**config.mk**
```make
export PLATFORM = sky130hd
export DESIGN_NAME = rv32i_fetch_unit
export DESIGN_NICKNAME = d
export VERILOG_FILES = /design/src/rtl/rv32i_fetch_unit.sv
export SDC_FILE = /design/constraint.sdc
export NUM_CORES = 1
export LEC_CHECK = 0
export CAP_MARGIN = 25
export CORE_ASPECT_RATIO = 1.25
export CORE_MARGIN = 3
export CORE_UTILIZATION = 30
export DETAILED_ROUTE_END_ITERATION = 12
export PLACE_DENSITY = 0.48
export SLEW_MARGIN = 30
export SYNTH_ARGS = -nofsm -noshare
export SYNTH_HDL_FRONTEND = slang
export SYNTH_SLANG_ARGS = --single-unit
```
**constraint.sdc**
```tcl
create_clock -name i_clk -period 5.8 [get_ports i_clk]
set_input_delay 1.16 -clock i_clk [delete_from_list [all_inputs] [get_ports i_clk]]
set_output_delay 1.16 -clock i_clk [all_outputs]
set_load 0.02 [all_outputs]
```
**src/rtl/rv32i_fetch_unit.sv**
```systemverilog
// rv32i_fetch_unit: RV32I instruction-fetch front end.
// Owns the program counter and issues word fetches to instruction memory.
// Returned words go into a small in-order buffer that decode drains through a
// valid/ready handshake. A redirect from execute flushes all buffered and
// in-flight fetches.
// Optional performance counters are enabled with the macro RV_FETCH_PERF_EN.
module rv32i_fetch_unit #(
    parameter logic [31:0] RESET_PC   = 32'h0000_0000,
    parameter int unsigned FIFO_DEPTH = 2
) (
    input  logic        i_clk,
    input  logic        i_rst,
    output logic        o_imem_req,
    output logic [31:0] o_imem_addr,
    input  logic        i_imem_gnt,
    input  logic        i_imem_rvalid,
    input  logic [31:0] i_imem_rdata,
    input  logic        i_imem_err,
    output logic        o_if_valid,
    output logic [31:0] o_if_instr,
    output logic [31:0] o_if_pc,
    output logic        o_if_fault,
    input  logic        i_id_ready,
    input  logic        i_redirect_valid,
    input  logic [31:0] i_redirect_pc
`ifdef RV_FETCH_PERF_EN
    ,
    output logic [31:0] o_perf_fetched,
    output logic [31:0] o_perf_stall
`endif
);

    localparam int unsigned PW = $clog2(FIFO_DEPTH);
    localparam int unsigned CW = $clog2(FIFO_DEPTH) + 1;
    localparam logic [CW-1:0] DEPTH_C = CW'(FIFO_DEPTH);
    localparam logic [31:0] NOP_INSTR = 32'h0000_0013;

    typedef enum logic [0:0] {
        ST_RUN  = 1'b0,
        ST_HALT = 1'b1
    } state_e;

    state_e        state_q, state_d;
    logic [31:0]   pc_q, pc_d;
    logic [CW-1:0] outstanding_q, outstanding_d;
    logic [CW-1:0] drop_q, drop_d;
    logic [CW-1:0] count_q, count_d;
    logic [PW-1:0] wr_ptr_q, wr_ptr_d;
    logic [PW-1:0] rd_ptr_q, rd_ptr_d;
    logic [PW-1:0] tag_wr_q, tag_wr_d;
    logic [PW-1:0] tag_rd_q, tag_rd_d;

    // Tag queue: PC of each request still waiting for its response.
    logic [31:0]   tag_pc_q     [FIFO_DEPTH];
    // Instruction buffer presented to decode.
    logic [31:0]   fifo_instr_q [FIFO_DEPTH];
    logic [31:0]   fifo_pc_q    [FIFO_DEPTH];
    logic          fifo_fault_q [FIFO_DEPTH];

    logic          req_s;
    logic          grant_s;
    logic          pop_s;
    logic          push_s;
    logic [PW-1:0] push_idx_s;
    logic [31:0]   push_instr_s;
    logic [31:0]   push_pc_s;
    logic          push_fault_s;
    logic [CW:0]   credit_sum_s;

    // Credit check: in-flight requests plus buffered entries must leave room.
    always_comb begin
        credit_sum_s = {1'b0, outstanding_q} + {1'b0, count_q};
        req_s        = i_rst && (state_q == ST_RUN) && !i_redirect_valid &&
                       (credit_sum_s < {1'b0, DEPTH_C});
        grant_s      = req_s && i_imem_gnt;
    end

    // Next-state logic: redirect flush, request issue, response routing, pops.
    always_comb begin
        state_d       = state_q;
        pc_d          = pc_q;
        outstanding_d = outstanding_q;
        drop_d        = drop_q;
        count_d       = count_q;
        wr_ptr_d      = wr_ptr_q;
        rd_ptr_d      = rd_ptr_q;
        push_s        = 1'b0;
        push_idx_s    = wr_ptr_q;
        push_instr_s  = 32'h0000_0000;
        push_pc_s     = 32'h0000_0000;
        push_fault_s  = 1'b0;
        pop_s         = 1'b0;

        // Every response retires its tag, whether it is kept or dropped.
        tag_wr_d = grant_s       ? (tag_wr_q + PW'(1)) : tag_wr_q;
        tag_rd_d = i_imem_rvalid ? (tag_rd_q + PW'(1)) : tag_rd_q;

        if (i_redirect_valid) begin
            // Flush wins over any pop; everything still in flight is stale,
            // including a response arriving in this very cycle.
            pc_d          = i_redirect_pc;
            state_d       = ST_RUN;
            outstanding_d = outstanding_q - CW'(i_imem_rvalid);
            drop_d        = outstanding_q - CW'(i_imem_rvalid);
            rd_ptr_d      = {PW{1'b0}};
            wr_ptr_d      = {PW{1'b0}};
            count_d       = {CW{1'b0}};
            if (i_redirect_pc[1:0] != 2'b00) begin
                push_s       = 1'b1;
                push_idx_s   = {PW{1'b0}};
                push_instr_s = NOP_INSTR;
                push_pc_s    = i_redirect_pc;
                push_fault_s = 1'b1;
                wr_ptr_d     = PW'(1);
                count_d      = CW'(1);
                state_d      = ST_HALT;
            end else begin
                state_d = ST_RUN;
            end
        end else begin
            if (grant_s) begin
                pc_d = pc_q + 32'd4;
            end else begin
                pc_d = pc_q;
            end
            outstanding_d = outstanding_q + CW'(grant_s) - CW'(i_imem_rvalid);

            if (i_imem_rvalid) begin
                if (drop_q != {CW{1'b0}}) begin
                    drop_d = drop_q - CW'(1);
                end else if (state_q == ST_RUN) begin
                    push_s       = 1'b1;
                    push_instr_s = i_imem_err ? NOP_INSTR : i_imem_rdata;
                    push_pc_s    = tag_pc_q[tag_rd_q];
                    push_fault_s = i_imem_err;
                    if (i_imem_err) begin
                        state_d = ST_HALT;
                    end else begin
                        state_d = state_q;
                    end
                end else begin
                    // Halted: late responses are drained and discarded.
                    drop_d = drop_q;
                end
            end else begin
                drop_d = drop_q;
            end

            pop_s    = (count_q != {CW{1'b0}}) && i_id_ready;
            wr_ptr_d = wr_ptr_q + PW'(push_s);
            rd_ptr_d = rd_ptr_q + PW'(pop_s);
            count_d  = count_q + CW'(push_s) - CW'(pop_s);
        end
    end

    // State, pointer, tag-queue and buffer registers with synchronous reset.
    always_ff @(posedge i_clk) begin
        if (!i_rst) begin
            state_q       <= ST_RUN;
            pc_q          <= RESET_PC;
            outstanding_q <= {CW{1'b0}};
            drop_q        <= {CW{1'b0}};
            count_q       <= {CW{1'b0}};
            wr_ptr_q      <= {PW{1'b0}};
            rd_ptr_q      <= {PW{1'b0}};
            tag_wr_q      <= {PW{1'b0}};
            tag_rd_q      <= {PW{1'b0}};
            for (int i = 0; i < int'(FIFO_DEPTH); i++) begin
                tag_pc_q[i]     <= 32'h0000_0000;
                fifo_instr_q[i] <= 32'h0000_0000;
                fifo_pc_q[i]    <= 32'h0000_0000;
                fifo_fault_q[i] <= 1'b0;
            end
        end else begin
            state_q       <= state_d;
            pc_q          <= pc_d;
            outstanding_q <= outstanding_d;
            drop_q        <= drop_d;
            count_q       <= count_d;
            wr_ptr_q      <= wr_ptr_d;
            rd_ptr_q      <= rd_ptr_d;
            tag_wr_q      <= tag_wr_d;
            tag_rd_q      <= tag_rd_d;
            if (grant_s) begin
                tag_pc_q[tag_wr_q] <= pc_q;
            end
            if (push_s) begin
                fifo_instr_q[push_idx_s] <= push_instr_s;
                fifo_pc_q[push_idx_s]    <= push_pc_s;
                fifo_fault_q[push_idx_s] <= push_fault_s;
            end
        end
    end

    // Outputs come straight from registers, except the request strobe which
    // must drop in the redirect cycle itself.
    always_comb begin
        o_imem_req  = req_s;
        o_imem_addr = pc_q;
        o_if_valid  = (count_q != {CW{1'b0}});
        o_if_instr  = fifo_instr_q[rd_ptr_q];
        o_if_pc     = fifo_pc_q[rd_ptr_q];
        o_if_fault  = fifo_fault_q[rd_ptr_q];
    end

`ifdef RV_FETCH_PERF_EN
    logic [31:0] perf_fetched_q;
    logic [31:0] perf_stall_q;

    // Saturating counters: entries taken by decode, and cycles decode starved.
    always_ff @(posedge i_clk) begin
        if (!i_rst) begin
            perf_fetched_q <= 32'h0000_0000;
            perf_stall_q   <= 32'h0000_0000;
        end else begin
            if (pop_s && (perf_fetched_q != 32'hFFFF_FFFF)) begin
                perf_fetched_q <= perf_fetched_q + 32'd1;
            end
            if (i_id_ready && (count_q == {CW{1'b0}}) && (state_q == ST_RUN) &&
                (perf_stall_q != 32'hFFFF_FFFF)) begin
                perf_stall_q <= perf_stall_q + 32'd1;
            end
        end
    end

    assign o_perf_fetched = perf_fetched_q;
    assign o_perf_stall   = perf_stall_q;
`endif

endmodule

```
==> reports/metrics.yaml <==
root_buffer: "clkbuf_16"
avgRoutedWirePerCell_um: 19.79
setup_viol_count_final: 0
cts.hold.buffers_added: 0
ys_top_cells_by_count: "192 x edfxtp_1, 133 x nor2_1, 94 x and2_1"
io_pins: 170
finalWeightedCongestion: 0.7502
area_delta_synth_final_pct: 27.46
clock_path_buffers: 3
core_area_sq_um: 35650
cts_buffers: 26
layout_min_cycle_time_ps: 4177
post-place-ws_ps: 1603
clock_latency_ps: 530
synthesis.nets: 994
synth-seq-cells: 238
cellLeakagePower_uw: 0.005040
ys.flop_type: "edfxtp_1"
h-tree-depth: 1
drtAntennaViolNets: 0
irDropWorstVdd_v: 0.0002064
wl_um: 30890
max_stage_delay_ps: 650
grt_pass1_vias: 7486
fin_hold_ws_ps: 479.8
dr_total_vias: 7489
avgSynthCellArea_sq_um: 11.96
cpMostUsedCell: "clkdlybuf4s50_1"
die_h_um: 219.6
die_x_um: 176.8
yosysWarnings: 0
clock_skew_ps: 14.87
syn_area_sq_um: 10950
num_antenna_cells: 0
ys_async_sr_fraction: 0
power.density_nw_per_um2: 299.3
clkSlewWorstSetupHoldPaths_ps: 60
synthCells: 915
drt-vias-per-instance: 4.798
final_area_sq_um: 13950
cp_cell_sequence: "clkdlybuf4s50_1 > buf_4 > clkinv_1 > nor4b_1 > clkdlybuf4s50_1"
status: "completed"
drive_above_1_share: 0.1224
post-dp-hpwl_um: 20600
fin_nets: 1146
die-area_sq_um: 38830
grt_overflow: 0
drtIter0Drc: 421
yosys.cell_types.count: 49
critPathLaunchType: "primary input"
synth_area_leaders: "edfxtp_1 53%, dfxtp_1 8.4%, mux2_2 6.7%"
required_ps: 4640
critPathSlowestCell: "clkdlybuf4s50_1"
path_class: "primary input to output pin"
startpoint: "i_rst"
fmax_ghz: 0.2394
grt_pass1_wl_um: 46220
setup_slack_ps: 1623
num_rows: 77
synth_edf_count: 192
fin_util: 0.3914
io_buffer_count: 169
drtPass1Iterations: 5
final-hold-violation-count: 0
crit-reg2reg-launch: "outstanding_q[0]"
grt_max_degree: 69
cp.arrival_ps: 3020
endpoint_kind: "output pin"
synth_top_area_frac: 0.5267
hold_path.class: "flop to flop"
drt_drc_violations_left: 0
synth_top_area_cell: "edfxtp_1"
post-cts-setup-buffers: 0
cts_tree: "built"
antenna_found_initial: 0
cts_sinks: 238
crit_fanout: 20
synth_most_common_cell: "edfxtp_1"
ys_seq_area_frac: 0.6109
maxCapViolCount: 0
postCtsResizedCells: 0
max_slew_margin: 0.4186
drv_slew: 0
placed_area_sq_um: 13120
grt_use_total: 0.1549
min-delay-start: "fifo_fault_q[1]"
rsz0062_at_grt: "false"
tightestPinTransition_ps: 869.0
setup_tns_ps: 0
initial_core_util: 0.3071
period_share: 0.7201
routing by layer:
metal / global-route usage / up-vias / routed length, um
met3: 0.02516 / 25 / 1508
li1: - / 3608 / -
met1: 0.2141 / 3636 / 14010
met5: 0 / - / 0
met2: 0.2582 / 220 / 14990
met4: 0.03170 / 0 / 388
metrics by stage:
stage,cells,total power (uW)
after floorplan,915,2360
after global placement,1512,2647
after detailed placement,1512,2647
after CTS,1560,4230
after global routing,1561,4341
final,1561,4175
cell usage in the layout (no fill, tap or decap), drive strengths merged, types with 2 or more instances in the layout:
master           n
nor3            15
edfxtp         192
o21a             6
a211oi           3
buf             19
nand2b           3
and2            94
nand2           25
nand3           19
nor4             4
nor2           135
clkdlybuf4s50  168
clkbuf          43
a22oi           11
and3            30
mux2i           35
o21ai           16
nand4           15
mux2            66
xnor2            9
xor2            14
inv             15
clkinv           5
a31oi           29
a21oi           37
ha               7
or2              3
o22ai           11
dfxtp           46
a2bb2oi          2
state kept, by name, indices dropped and copies added (netlist names), 2 cells and up, named ones only:
| signal | flops |
|---|---|
| fifo_fault_q | 2 |
| fifo_instr_q | 64 |
| drop_q | 2 |
| o_imem_addr | 32 |
| outstanding_q | 2 |
| fifo_pc_q | 64 |
| count_q | 2 |
| tag_pc_q | 64 |
critical path: cells and delay by family:
family / cells / cell delay [ps]
simple gates: 1 / 300
buf+inv: 4 / 1560
area by class of cell:
class,instances,area [sq um]
Fill cell,3506,21700
Sequential cell,238,6694
Tap cell,474,593.1
Clock inverter,5,50.05
Timing Repair Buffer,187,1854
Clock buffer,43,745.7
Multi-Input combinational cell,598,3951
Inverter,16,62.56
cells by family after synthesis:
group,after synthesis,synth area share
AO/OA/AOI/OAI,120,0.06710
adder cells (fa/ha/maj),8,0.009831
XOR/XNOR,23,0.01840
flip-flops,238,0.6109
AND/OR/NAND/NOR,346,0.1629
buffers and inverters,79,0.03098
multiplexers,101,0.09991
report_power, final:
part	switching [uW]	internal [uW]
clock	654	917
combinational	322	264
sequential	69.9	1950
worst paths after layout:
path,end,slack (ps),cells past startpoint
worst max-delay path,o_imem_req,1620,5
worst min-delay path,fifo_fault_q[1],480,2
worst max register to register,outstanding_q[1],2670,12
worst min register to register,fifo_fault_q[1],480,2
No activity file was read; power rests on OpenSTA's default activity.
